--- config.mk ---
export PLATFORM = sky130hd
export DESIGN_NAME = alu_issue_ctrl
export DESIGN_NICKNAME = d
export VERILOG_FILES = /design/src/rtl/alu_issue_ctrl.sv
export SDC_FILE = /design/constraint.sdc
export NUM_CORES = 1
export LEC_CHECK = 0
export ABC_AREA = 1
export CAP_MARGIN = 20
export CORE_MARGIN = 2
export CORE_UTILIZATION = 40
export CTS_CLUSTER_DIAMETER = 200
export DETAILED_ROUTE_END_ITERATION = 8
export PLACE_DENSITY = 0.87
export SYNTH_ARGS = -nofsm -noshare
export SYNTH_HDL_FRONTEND = slang
export SYNTH_SLANG_ARGS = --single-unit
--- constraint.sdc ---
create_clock -name clock -period 1.6 [get_ports clock]
set_input_delay 0.32 -clock clock [delete_from_list [all_inputs] [get_ports clock]]
set_output_delay 0.32 -clock clock [all_outputs]
set_load 0.05 [all_outputs]
--- src/rtl/alu_issue_ctrl.sv ---
// alu_issue_ctrl: sequences one operation at a time through an external ALU.
//
//   IDLE    -> latch request on accept (req_valid & req_ready)
//   ISSUE   -> drive latched opcode/operands to the ALU
//   CAPTURE -> keep driving; sample alu_out + flags on the closing edge
//   RESP    -> present the result until rsp_ready, then count it
//
// Ports
//   clock, reset            : clock, synchronous active-high reset
//   req_*                   : request handshake (opcode, A, B, destination tag)
//   alu_opcode/alu_a/alu_b  : operation driven to the ALU
//   alu_out, alu_*flags     : ALU result and {Z,N,C,V} flags
//   rsp_*                   : response handshake (data, tag, wen, err)
//   branch_taken            : branch/jump condition (ALU zero flag)
//   flags                   : architectural {Z,N,C,V}, updated by write ops only
//   op_count                : completed-operation counter (wraps)
module alu_issue_ctrl (
  input  logic        clock,
  input  logic        reset,
  input  logic        req_valid,
  output logic        req_ready,
  input  logic [4:0]  req_opcode,
  input  logic [31:0] req_a,
  input  logic [31:0] req_b,
  input  logic [4:0]  req_tag,
  output logic [4:0]  alu_opcode,
  output logic [31:0] alu_a,
  output logic [31:0] alu_b,
  input  logic [31:0] alu_out,
  input  logic        alu_zero,
  input  logic        alu_neg,
  input  logic        alu_carry,
  input  logic        alu_overflow,
  output logic        rsp_valid,
  input  logic        rsp_ready,
  output logic [31:0] rsp_data,
  output logic [4:0]  rsp_tag,
  output logic        rsp_wen,
  output logic        branch_taken,
  output logic        rsp_err,
  output logic [3:0]  flags,
  output logic [15:0] op_count
);

  localparam logic [1:0] IDLE    = 2'd0;
  localparam logic [1:0] ISSUE   = 2'd1;
  localparam logic [1:0] CAPTURE = 2'd2;
  localparam logic [1:0] RESP    = 2'd3;

  // Opcode presented to the ALU while nothing is in flight.
  localparam logic [4:0] IDLE_OPCODE = 5'b10000;

  typedef struct packed {
    logic [4:0]  opcode;
    logic [31:0] a;
    logic [31:0] b;
    logic [4:0]  tag;
  } req_t;

  typedef struct packed {
    logic [31:0] data;
    logic [4:0]  tag;
    logic        wen;
    logic        taken;
    logic        err;
  } rsp_t;

  logic [1:0] state;
  req_t       req_q;
  rsp_t       rsp_q;
  logic       is_branch;
  logic       is_undef;
  logic       drive;

  // Everything that is neither a branch nor undefined is a register write.
  always_comb begin
    is_branch = 1'b0;
    is_undef  = 1'b0;
    case (req_q.opcode)
      5'b00010, 5'b00111, 5'b01010: is_branch = 1'b1;
      5'b01101, 5'b01110, 5'b01111: is_undef  = 1'b1;
      default: ;
    endcase
  end

  always_ff @(posedge clock) begin
    if (reset) begin
      state    <= IDLE;
      req_q    <= '0;
      rsp_q    <= '0;
      flags    <= '0;
      op_count <= '0;
    end else begin
      case (state)
        IDLE: begin
          if (req_valid && req_ready) begin
            req_q <= '{opcode: req_opcode, a: req_a, b: req_b, tag: req_tag};
            state <= ISSUE;
          end
        end
        ISSUE: state <= CAPTURE;
        CAPTURE: begin
          rsp_q.tag   <= req_q.tag;
          rsp_q.wen   <= !is_branch && !is_undef;
          rsp_q.taken <= is_branch && alu_zero;
          rsp_q.err   <= is_undef;
          rsp_q.data  <= (is_branch || is_undef) ? '0 : alu_out;
          // Branches and undefined ops must not disturb architectural flags.
          if (!is_branch && !is_undef)
            flags <= {alu_zero, alu_neg, alu_carry, alu_overflow};
          state <= RESP;
        end
        RESP: begin
          // Return to IDLE rather than accepting here, so a new request
          // never overlaps the response handshake.
          if (rsp_ready) begin
            rsp_q    <= '0;
            op_count <= op_count + 16'd1;
            state    <= IDLE;
          end
        end
        default: state <= IDLE;
      endcase
    end
  end

  assign req_ready  = (state == IDLE);
  assign drive      = (state == ISSUE) || (state == CAPTURE);
  assign alu_opcode = drive ? req_q.opcode : IDLE_OPCODE;
  assign alu_a      = drive ? req_q.a : '0;
  assign alu_b      = drive ? req_q.b : '0;

  // Response fields are forced to zero outside RESP.
  assign rsp_valid    = (state == RESP);
  assign rsp_data     = rsp_valid ? rsp_q.data  : '0;
  assign rsp_tag      = rsp_valid ? rsp_q.tag   : '0;
  assign rsp_wen      = rsp_valid ? rsp_q.wen   : 1'b0;
  assign branch_taken = rsp_valid ? rsp_q.taken : 1'b0;
  assign rsp_err      = rsp_valid ? rsp_q.err   : 1'b0;

endmodule

# Word-level counts from Yosys, hierarchy flattened
# Cells that the tools add are included.
[word_totals]
reg_bits = 136
output_inout_bits = 131
in_bits = 114
[classes]
eq_ne = 11
n_reduce_logical = 16
add_sub_neg = 1
mux = 16
[ops]
columns = ["op", "n"]
rows = [
  ["two-way mux 32 bit", 4],
  ["one-hot mux 40 bit (2 select lines)", 1],
  ["two-way mux 40 bit", 1],
  ["== test 5 x 4 -> 1 bit (second input constant)", 4],
  ["adder 16 x 1 -> 16 bit (second input constant)", 1],
  ["two-way mux 5 bit", 2],
  ["AND reduction 2 bit", 5],
  ["one-hot mux 2 bit (4 select lines)", 1],
  ["OR reduction 3 bit", 2],
  ["== test 5 x 2 -> 1 bit (second input constant)", 1],
  ["== test 5 x 3 -> 1 bit (second input constant)", 1],
  ["two-way mux 1 bit", 5],
  ["== test 2 bit (second input constant)", 2],
  ["two-way mux 2 bit", 2],
  ["!= test 2 x 1 -> 1 bit (second input constant)", 2],
  ["logical AND 1 bit", 3],
  ["== test 2 x 1 -> 1 bit (second input constant)", 1],
  ["logical NOT 1 bit", 2],
  ["logical NOT 2 bit", 1],
  ["logical OR 1 bit", 2],
  ["nonzero test 2 bit", 1],
]

# Longest topological paths before layout
[depth]
ltp_word = 6
mapped_depth = 11
depth_no_buf = 10

# Worst setup path before layout
# Ideal clock, no wire load.
[synth_timing]
path_type = "register -> output"
start = "reg state[1]"
end = "out branch_taken"
n_path_buf = 2
arrival_time_ns = 1.706
path_slack_ns = -0.426
path_stages_with_launch = 6
path_cell_list = "dfxtp_1 > ha_1 > buf_4 > clkbuf_1 > nand2_1 > inv_1"
[synth_via]
elab_chain_len = 2
[synth_lines]
columns = ["item", "line", "rtl"]
rows = [
  ["start: declaration", "68", "logic [1:0] state;"],
  ["start signal: assignment", "88", "state <= IDLE;"],
  ["start signal: assignment", "98", "state <= ISSUE;"],
  ["start signal: assignment", "101", "ISSUE: state <= CAPTURE;"],
  ["== test 2 bit", "134", "assign rsp_valid = (state == RESP);"],
  ["via rsp_valid", "34", "output logic rsp_valid,"],
  ["two-way mux 1 bit", "138", "assign branch_taken = rsp_valid ? rsp_q.taken : 1'b0;"],
  ["end: declaration", "39", "output logic branch_taken,"],
]
# The timed path passes the listed nets, and every way through them passes these cells.

# Worst setup path after layout
[layout_timing]
start = "reg state[0]"
end = "out alu_b[25]"
[layout_via]
elab_chain_len = 3
[layout_lines]
columns = ["item", "line", "rtl"]
rows = [
  ["== test 2 x 1 -> 1 bit or == test 2 bit (tied branches)", "128", "assign drive = (state == ISSUE) || (state == CAPTURE);"],
  ["logical OR 1 bit *", "128", ""],
  ["two-way mux 32 bit *", "131", "assign alu_b = drive ? req_q.b : '0;"],
  ["end: declaration", "28", "output logic [31:0] alu_b,"],
]
# Mark *: on every way between the ends. The rest lies on a longest branch, timed or not.

==> results.sh <==
export IMPL_final_min_period_over_clock_period_pct=130
export IMPL_fmax_mhz=482
export IMPL_area_of_all_sequential_standard_cells_um2=2730
export IMPL_crit_fanout=6
export IMPL_cell_at_the_slowest_stage_of_the_critical_path="dfxtp_2"
export IMPL_number_of_antenna_violations_at_the_first_check_in_global_routing=0
export IMPL_cts_tree="yes"
export IMPL_coreArea_um2=15300
export IMPL_pin_count_of_the_biggest_net_entering_global_routing=86
export IMPL_tightestPinTransition_ps=568
export IMPL_final_period_minus_worst_setup_slack_ps=2080
export IMPL_hold_path_startpoint="reset"
export IMPL_dominantRegCellSynth="dfxtp_1"
export IMPL_congestion_overflow_gr=0
export IMPL_peakVddDrop_v=0.00138
export IMPL_port_buffers=244
export IMPL_worstPathRequired_ps=1280
export IMPL_yosysSeqAreaShare_pct=43.5
export IMPL_area_share_of_the_leading_cell_type_in_the_synthesized_netlist_pct=43.5
export IMPL_max_cap_viol_count=0
export IMPL_routabilityCongestion=0.807
export IMPL_syn_area_um2=6270
export IMPL_post_synth_num_cell_types=31
export IMPL_vias_per_cell=4.93
export IMPL_yosys_register_bits=136
export IMPL_power_combinational_fraction_pct=58.9
export IMPL_hold_path_class="in2reg"
export IMPL_detailed_place_hpwl_um=13900
export IMPL_fp_dieArea_um2=16700
export IMPL_multi_input_area_um2=3500
export IMPL_worst_setup_hold_path_clk_slew_ps=60
export IMPL_crit_path_start="state[0]"
export IMPL_leakage_dissipation_nw=5.64
export IMPL_timing_final_setup_violations=167
export IMPL_layout_common_cells="nor2_1 (259), buf_12 (140), dfxtp_1 (132), clkdlybuf4s50_1 (112), clkinvlp_4 (110)"
export IMPL_critPathLaunchType="register"
export IMPL_final_routed_wirelength_across_all_metal_layers_um=26300
export IMPL_outcome="complete, but fails checks"
export IMPL_ioPinCount=245
export IMPL_synth_area_leader_cell="dfxtp_1"
export IMPL_worstPathCellList="inv_2 > ha_4 > buf_12 > clkbuf_16 > nand2_4 > clkinvlp_4 > buf_12"
export IMPL_worst_setup_path_end_kind="output pin"
export IMPL_maxSlewHeadroom_pct=62.1
export IMPL_setup_slack_ps=-475
export IMPL_cts_sinks=136
export IMPL_grt_setup_unrepaired="true"
export IMPL_cp_top_family="buffers and inverters"
export IMPL_final_cells=1489
export IMPL_dpl_cell_count=1421
export IMPL_slew_viol_final=0
export IMPL_detailedRoute_firstPassIterationCount=5
export IMPL_num_vias=7340
export IMPL_critical_path_max_stage_delay_ps=330
export IMPL_power_density_over_the_cells_nw_per_um2=1790
export IMPL_internal_power_mw=13.4
export IMPL_die_y_um=129
export IMPL_switching_share_pct=42.2
export IMPL_worst_clock_skew_ps=14.7
export IMPL_finalSetupTns_ps=-55360
export IMPL_die_w_um=129
export IMPL_clock_latency_on_the_worst_skew_pair_ps=430
export IMPL_yosys_top_cells_area="dfxtp_1 (43%), nor2_1 (17%), inv_1 (12%)"
export IMPL_post_cts_hold_buffer_count=0
export IMPL_hold_viol=0
export IMPL_critical_path_reg2reg_startpoint="state[0]"
export IMPL_layout_area_overhead_vs_synth_pct=107
export IMPL_cts_root_to_sink_buffers=2
export IMPL_async_flop_share_pct=0
export IMPL_synthesis_yosys_warnings=0
export IMPL_path_buf_inv=5
export IMPL_power_switching_mw=9.81
export IMPL_postSynthCellCount=984
export IMPL_grt_pass1_wl_um=36900
export IMPL_violations="negative setup slack"
export IMPL_number_of_buffers_created_by_cts=17
export IMPL_filler_cell_count=728
export IMPL_clockRootBuffer="clkbuf_16"
export IMPL_worst_endpoint_arrival_ps=1760
export IMPL_wire_per_inst_um=17.7
export IMPL_route_antenna_remaining_nets=0
export IMPL_synth_edff_count=0
export IMPL_remaining_drc_errors=0
export IMPL_rows=45
export IMPL_drive_above_1_share_pct=40.6
export IMPL_initial_utilization_pct=41.1
export IMPL_synth_net_count=1102
export IMPL_power_share_sequential_pct=21.3
export IMPL_final_common_cell="nor2_1"
export IMPL_first_global_vias=7296
export IMPL_synth_area_per_cell_um2=6.37
export IMPL_groute_usage_overall_pct=28.7
export IMPL_detailedRoute_firstIterationViolations=351
export IMPL_crit_type="reg2out"
export IMPL_crit_path_frequent_cell="buf_12"
export IMPL_detailedPlace_worstSlack_ps=-173
export IMPL_num_nets_final=1383
export IMPL_p_total_mw=23.2
export IMPL_p_clk_share_pct=19.8
export IMPL_depth_of_the_cts_h_tree=4
export IMPL_antennaDiodeCount=0
[cells by family after synthesis]
group	after synthesis	share of synthesized area, %
fa+ha+maj	4	0.799
buf+inv	257	16.5
flops	136	43.5
compound gates	112	9.21
simple gates	474	30.0
xor+xnor	1	0.140
[synthesized netlist by cell type (2+ instances only)]
library cell  number
nor2_1           280
inv_1            204
nand2_1          161
dfxtp_1          136
o21ai_0           79
clkbuf_1          33
a21oi_1           25
nor2_2             9
nand3_1            8
buf_2              5
nor3_1             5
buf_4              4
buf_6              4
ha_1               4
inv_2              4
o21ai_1            4
nand2_2            3
nand4_1            2
nor2_4             2
[registers in the layout (all words and copies together), names as in the netlist]
name / count
state: 2
op_count: 16
req_q: 74
flags: 4
rsp_q: 40
[final cells by class]
type	count	share of cell area, %
Clock buffer	20	3.59
Sequential cell	136	21.0
Timing Repair Buffer	311	35.5
Inverter	208	9.22
Clock inverter	12	1.70
Multi-Input combinational cell	591	27.0
Tap cell	211	2.03
[final timing paths]
kind                            cells past startpoint  slack (ps)           end
worst max-delay path                                7        -480     alu_b[25]
worst min-delay path                                5         460   op_count[9]
worst max register to register                     13        -380  op_count[13]
worst min register to register                      2         460      rsp_q[3]
[metrics by stage]
stage	cell area [µm²]	hold slack (ps)	util (%)
after global routing	13000	465	85.1
after global placement	10900	450	71.2
final	13000	459	85.1
after detailed placement	10900	455	71.2
after CTS	12600	419	82.4
after floorplan	6940	441	-
[what timing repair did]
item,CTS,global route
hold endpoints to repair,0,0
resized for setup,165,68
endpoints found under the setup margin,111,172
pin swaps,27,52
gates cloned,12,3
setup buffers,9,18
[worst register-to-register path, cell delays in order, from the launching register on]
cell and delay [ps]:
dfxtp_2 330, buf_4 120, ha_4 260, buf_6 150
buf_6 130, nand2_8 70, nor2_4 150, nand2_4 80
nor2_4 190, nand2_4 90, nor2_2 90, nand2_1 60
nand2_1 80, nor2_1 40
[power groups by stage]
stage | clock [mW] | sequential (mW) | combinational, mW
2_1_floorplan | 0 | 4.69 | 5.96
3_3_place_gp | 0 | 4.64 | 9.90
3_5_place_dp | 0 | 4.68 | 10.1
4_1_cts | 4.58 | 4.82 | 12.7
5_1_grt | 4.78 | 5.00 | 14.3
6_report | 4.60 | 4.94 | 13.7
[routing by layer]
metal	share of wire, %	vias up	wire, µm	track usage (%)
met5	0.027	-	7	0
met4	3.9	2	1030	12.5
met3	9.0	89	2370	9.79
met2	53	376	13900	53.9
met1	34	3429	9030	28.6
li1	-	3444	-	-
No activity file was read; power rests on OpenSTA's default activity.
